<file path="src/rtl/apb_slv_pkg.sv">
// Shared definitions for the APB memory slave: FSM state encoding and default sizing.
package apb_slv_pkg;

    typedef enum logic [1:0] {
        ST_IDLE   = 2'd0,
        ST_SETUP  = 2'd1,
        ST_WAIT   = 2'd2,
        ST_ACCESS = 2'd3
    } apb_state_e;

    localparam int DEF_MEM_DEPTH   = 64;
    localparam int DEF_WAIT_CYCLES = 2;

endpackage

</file>
<file path="src/rtl/apb_slv_ram.sv">
// Word storage for the APB memory slave: synchronous write, combinational read,
// whole array cleared by the asynchronous reset.
module apb_slv_ram #(
    parameter int DEPTH = 64,
    parameter int WIDTH = 32,
    parameter int IDX_W = 6
) (
    input  logic             clk,
    input  logic             rst_n,
    input  logic             we,
    input  logic [IDX_W-1:0] waddr,
    input  logic [WIDTH-1:0] wdata,
    input  logic [IDX_W-1:0] raddr,
    output logic [WIDTH-1:0] rdata
);

    logic [WIDTH-1:0] mem [DEPTH];

    always_ff @(posedge clk or negedge rst_n) begin
        if (!rst_n) begin
            for (int i = 0; i < DEPTH; i++) begin
                mem[i] <= '0;
            end
        end else if (we) begin
            mem[waddr] <= wdata;
        end
    end

    assign rdata = mem[raddr];

endmodule

</file>
<file path="src/rtl/apb_slv_mem.sv">
// APB slave with WAIT_CYCLES wait states in front of a MEM_DEPTH-word memory.
//   state  | meaning
//   IDLE   | no transfer; penable without a setup phase is ignored
//   SETUP  | setup phase seen this cycle; address/data latched, counter loaded
//   WAIT   | access phase with wait states; counter runs down to 1
//   ACCESS | pready cycle; write commits on the edge that ends it
`ifndef ADDR_WIDTH
`define ADDR_WIDTH 32
`endif
`ifndef DATA_WIDTH
`define DATA_WIDTH 32
`endif

module apb_slv_mem
    import apb_slv_pkg::*;
#(
    parameter int ADDR_WIDTH  = `ADDR_WIDTH,
    parameter int DATA_WIDTH  = `DATA_WIDTH,
    parameter int MEM_DEPTH   = DEF_MEM_DEPTH,
    parameter int WAIT_CYCLES = DEF_WAIT_CYCLES
) (
    input  logic                  pclk,
    input  logic                  presetn,
    input  logic                  psel,
    input  logic                  penable,
    input  logic [ADDR_WIDTH-1:0] paddr,
    input  logic                  pwrite,
    input  logic [DATA_WIDTH-1:0] pwdata,
    output logic                  pready,
    output logic                  pslverr,
    output logic [DATA_WIDTH-1:0] prdata
);

    localparam int         IDX_W     = (MEM_DEPTH > 1) ? $clog2(MEM_DEPTH) : 1;
    localparam logic [3:0] WAIT_LOAD = 4'(WAIT_CYCLES);

    apb_state_e            state;
    apb_state_e            phase;
    logic [3:0]            cnt;
    logic [IDX_W-1:0]      lat_idx;
    logic [IDX_W-1:0]      cur_idx;
    logic [IDX_W-1:0]      rd_idx;
    logic                  lat_err;
    logic                  lat_wr;
    logic [DATA_WIDTH-1:0] lat_wdata;
    logic                  cur_err;
    logic                  acc_err;
    logic                  acc_wr;
    logic                  finish;
    logic                  mem_we;
    logic [DATA_WIDTH-1:0] rd_data;

    // A setup phase is only visible on the bus in the cycle itself, so SETUP is
    // decoded from the inputs while the registered state is IDLE or ACCESS.
    always_comb begin
        phase = state;
        if ((state == ST_IDLE || state == ST_ACCESS) && psel && !penable) begin
            phase = ST_SETUP;
        end
    end

    assign cur_idx = paddr[IDX_W+1:2];
    assign cur_err = (paddr[1:0] != 2'b00) ||
                     (paddr[ADDR_WIDTH-1:2] >= (ADDR_WIDTH-2)'(MEM_DEPTH));

    // With no wait states the transfer completes out of setup, before the latches hold it.
    assign rd_idx  = (phase == ST_SETUP) ? cur_idx : lat_idx;
    assign acc_err = (phase == ST_SETUP) ? cur_err : lat_err;
    assign acc_wr  = (phase == ST_SETUP) ? pwrite  : lat_wr;

    assign finish = ((phase == ST_SETUP) && (WAIT_CYCLES == 0)) ||
                    ((phase == ST_WAIT) && psel && penable && (cnt == 4'd1));

    assign mem_we = pready && lat_wr && !lat_err;

    apb_slv_ram #(
        .DEPTH (MEM_DEPTH),
        .WIDTH (DATA_WIDTH),
        .IDX_W (IDX_W)
    ) u_ram (
        .clk   (pclk),
        .rst_n (presetn),
        .we    (mem_we),
        .waddr (lat_idx),
        .wdata (lat_wdata),
        .raddr (rd_idx),
        .rdata (rd_data)
    );

    always_ff @(posedge pclk or negedge presetn) begin
        if (!presetn) begin
            state     <= ST_IDLE;
            cnt       <= '0;
            lat_idx   <= '0;
            lat_err   <= 1'b0;
            lat_wr    <= 1'b0;
            lat_wdata <= '0;
            pready    <= 1'b0;
            pslverr   <= 1'b0;
            prdata    <= '0;
        end else begin
            pready  <= finish;
            pslverr <= finish && acc_err;
            if (finish && !acc_wr) begin
                prdata <= acc_err ? '0 : rd_data;
            end

            case (phase)
                ST_SETUP: begin
                    cnt       <= WAIT_LOAD;
                    lat_idx   <= cur_idx;
                    lat_err   <= cur_err;
                    lat_wr    <= pwrite;
                    lat_wdata <= pwdata;
                    state     <= (WAIT_CYCLES > 0) ? ST_WAIT : ST_ACCESS;
                end
                ST_WAIT: begin
                    if (!psel) begin
                        state <= ST_IDLE;
                    end else if (penable) begin
                        cnt <= cnt - 4'd1;
                        if (cnt == 4'd1) begin
                            state <= ST_ACCESS;
                        end
                    end
                end
                default: state <= ST_IDLE;
            endcase
        end
    end

endmodule

</file>
<file path="config.mk">
export PLATFORM = sky130hd
export DESIGN_NAME = apb_slv_mem
export DESIGN_NICKNAME = d
export VERILOG_FILES = /design/src/rtl/apb_slv_pkg.sv /design/src/rtl/apb_slv_ram.sv /design/src/rtl/apb_slv_mem.sv
export SDC_FILE = /design/constraint.sdc
export NUM_CORES = 2
export LEC_CHECK = 0
export CORE_ASPECT_RATIO = 1.2
export CORE_UTILIZATION = 60
export DETAILED_ROUTE_END_ITERATION = 8
export PLACE_DENSITY = 0.77
export RECOVER_POWER = 25
export SLEW_MARGIN = 20
export SYNTH_ARGS = -nofsm -noshare
export SYNTH_HDL_FRONTEND = slang
export SYNTH_SLANG_ARGS = --single-unit
export TNS_END_PERCENT = 10
</file>
<file path="constraint.sdc">
create_clock -name pclk -period 3.83 [get_ports pclk]
set_input_delay 0.9575 -clock pclk [delete_from_list [all_inputs] [get_ports pclk]]
set_output_delay 0.9575 -clock pclk [all_outputs]
set_load 0.1 [all_outputs]
</file>
==> results by group <==
Timing
  • RSZ-0062 raised after global routing: true
  • Setup Viol. Count Final: 0
  • Clock Skew: 0.0513 ns
  • Achievable Freq: 267 MHz
  • Max Slew Vio Count: 67
  • Measured slew at the worst slew-check pin: 2.39 ns
  • Worst Hold Slack: 0.487 ns
  • Final Hold Vio Count: 0
  • Relative slew slack: -59.5%
  • Tcrit/Tclk final: 97.8%
  • Minimum clock period: 3.74 ns

Global routing
  • Largest net degree at the start of global routing: 148
  • First-pass GRT wire length: 467000 µm
  • Total gr overflow: 0
  • Vias in the first global route: 69535
  • All-Layer GR Usage: 39.0%
  • Initial antenna violation count: 6

Floorplanning
  • Rows: 161
  • Die height: 443 µm
  • Total die area: 164000 µm²
  • IO Pins: 103
  • Die width: 369 µm
  • Starting density of the core: 60.6%
  • Core area: 161000 µm²

Worst setup path
  • Reg2Reg Launch Point: state[1]$_DFFE_PN0P_
  • CP cell instances: clkdlybuf4s50_1 -> buf_4 -> nand3b_1 -> nand2_1 -> ha_4 -> mux2i_4 -> inv_8 -> buf_12 -> buf_12 -> mux2i_1 -> a221oi_1 -> o41ai_1 -> a31oi_2 -> a221o_1
  • Crit end category: flop
  • Largest delay share family, worst path: buffers and inverters
  • Arrival time at the worst endpoint: 4.48 ns
  • R2R depth: 13
  • Reg2Reg Capture Point: prdata[9]$_DFFE_PN0P_
  • CP peak stage delay: 0.50 ns
  • Critical path startpoint category: input port
  • Critical Path Fanout Max: 21
  • Setup CP Type: in2reg
  • WP data required: 4.56 ns
  • R2r setup slk: 0.30 ns
  • CP Buf/Inv Count: 5
  • Slowest CP cell: clkdlybuf4s50_1
  • Critical Path Most Common Cell: buf_12

Worst hold path
  • Min-Delay Path Class: reg2reg
  • Hold path start: u_ram.mem[1683]$_DFFE_PN0P_
  • Hold Path Depth: 1
  • Hold EP: u_ram.mem[1683]$_DFFE_PN0P_

Cells and area
  • Fin nets: 7702
  • Post-layout util: 69.5%
  • Commonest non-fill, non-tap cells in the layout: dfrtp_1, mux2_2, nand2_1
  • Fraction of layout instances using a drive strength above 1: 42.3%
  • Most common cell after layout, fill and taps aside: dfrtp_1
  • Finished Layout Cells: 9913
  • Layout area overhead: 14.8%

Routing
  • Via count: 67991
  • Final ANT Viol Nets: 0
  • DR vias/cell: 6.86
  • DRT Wirelength: 318000 µm
  • Initial DRC count: 8355
  • Drt first pass iters: 9
  • DR WL/cell: 32.0 µm
  • Drt drc: 28

Synthesis
  • Asr flop ratio synth: 100%
  • Syn avg cell area: 13.2 µm²
  • Syn nets: 7445
  • Synth warn: 0
  • Flops & latches, synth: 2128
  • Post-synthesis cell type count: 74
  • Syn Inst Count: 7372
  • Sequential share of the synthesized area: 54.8%
  • Post-synth EDFFs: 0
  • Primary FF master, synth: dfrtp_1
  • Mapped cell area: 97200 µm²

Clock network
  • CTS buffer count: 202
  • H-tree depth: 4
  • Reg clk slew, reported paths: 0.06 ns
  • CTS tree: done
  • # Post-CTS Setup Buffers: 0
  • Root buffer cell: clkbuf_16
  • Num Clock Sinks: 2128
  • Worst-Skew Late Latency: 0.89 ns
  • Max Root-Sink Buffers: 3

Run status
  • Outcome: finished with violations
  • Violated checks: DRC, capacitance limit, slew limit

Job
  • Max-cap violation count: 3

Place
  • GPL Wtd Cong: 0.946
  • DP HPWL: 193000 µm
  • Dpl cells: 9544
  • Port Buf Inserts: 102

Power and ir drop
  • Peak VDD IR: 0.000459 V
  • PwrDens: 462 nW/µm²
  • PnR Total Power: 51.6 mW
  • Leak: 54.4 nW
-- flip-flops by register name, indices dropped and copies added (netlist names) --
signal and count:
u_ram.mem 2048, lat_wdata 32, prdata 32, lat_idx 6
cnt 4, state 2, lat_err 1, lat_wr 1
pready 1, pslverr 1
-- report_power, final --
| group | switching (mW) | internal [mW] |
|---|---|---|
| clock network | 8.87 | 11.9 |
| registers | 0.451 | 22.6 |
| logic | 5.07 | 2.76 |
-- through the flow --
stage | instance area [µm²] | setup TNS [ns] | worst slack [ns]
6_report | 112000 | 0 | 0.0852
5_1_grt | 112000 | -4.48 | -0.0771
4_1_cts | 112000 | 0 | 0.00643
3_5_place_dp | 105000 | -19.59 | -0.900
3_3_place_gp | 105000 | -18.02 | -0.813
2_1_floorplan | 97200 | 0 | 0.217
-- synthesized netlist by cell type (67+ instances only) --
cell	instances	area, µm²
dfrtp_1	2128	53300
mux2_2	2043	23000
nand2_1	791	2970
mux2i_1	364	3640
nand3_1	333	1670
clkbuf_1	314	1180
buf_2	224	1120
mux4_2	147	3310
a221oi_1	145	1270
buf_1	131	492
a21oi_1	73	365
nor2_1	67	251
-- routing by layer --
| metal | global-route usage, % | vias to the layer above | routed length (µm) |
|---|---|---|---|
| met2 | 58.9 | 3975 | 143000 |
| met4 | 25.0 | 8 | 24300 |
| met1 | 50.3 | 35552 | 117000 |
| met5 | 0 | - | 57 |
| li1 | - | 27229 | - |
| met3 | 10.1 | 1227 | 33300 |
-- logic make-up (layout without fill, tap and decap cells) --
kind of cell    count (synthesis)  in the layout  share of synthesized area [%]
xor+xnor                        2              2                         0.0180
flops                        2128           2128                           54.8
mux                          2593           2593                           31.3
simple gates                 1312           1312                           5.80
other cells                     0              2                              0
fa+ha+maj                       4              4                         0.0515
compound gates                597            597                           4.70
buf+inv                       736           1156                           3.37
-- worst reg2reg max path, stage by stage, from the launching register on --
cell and delay [ns]:
dfrtp_1 0.40, nor3b_1 0.20, nor2_1 0.08, inv_1 0.09, ha_4 0.27, mux2i_4 0.36, inv_8 0.19, buf_12 0.26
buf_12 0.19, mux2i_1 0.21, a221oi_1 0.13, o41ai_1 0.41, a31oi_2 0.27, a221o_1 0.32
-- worst max path at each step --
stage / startpoint / endpoint / slack, ns / cells past startpoint
3_3_place_gp: penable / prdata[9]$_DFFE_PN0P_ / -0.81 / 15
5_1_grt: presetn / u_ram.mem[2030]$_DFFE_PN0P_ / -0.08 / 2
4_1_cts: penable / prdata[30]$_DFFE_PN0P_ / 0.006 / 15
3_5_place_dp: penable / prdata[30]$_DFFE_PN0P_ / -0.90 / 15
6_report: penable / prdata[9]$_DFFE_PN0P_ / 0.09 / 14
2_1_floorplan: psel / prdata[8]$_DFFE_PN0P_ / 0.22 / 13
-- what timing repair did --
action	in CTS	in global routing
setup endpoints to repair	0	7
hold buffers	0	0
resized for setup	0	6
endpoints found under the hold margin	0	0
-- final cells by class --
type / instances / area (µm²)
Sequential cell: 2128 / 53300
Fill cell: 10694 / 49000
Multi-Input combinational cell: 4508 / 41200
Timing Repair Buffer: 772 / 7530
Clock buffer: 298 / 5890
Tap cell: 2119 / 2650
Clock inverter: 69 / 966
Inverter: 17 / 83.8
Antenna cell: 2 / 5.00
Note: power is estimated with default switching activity, not from simulation.
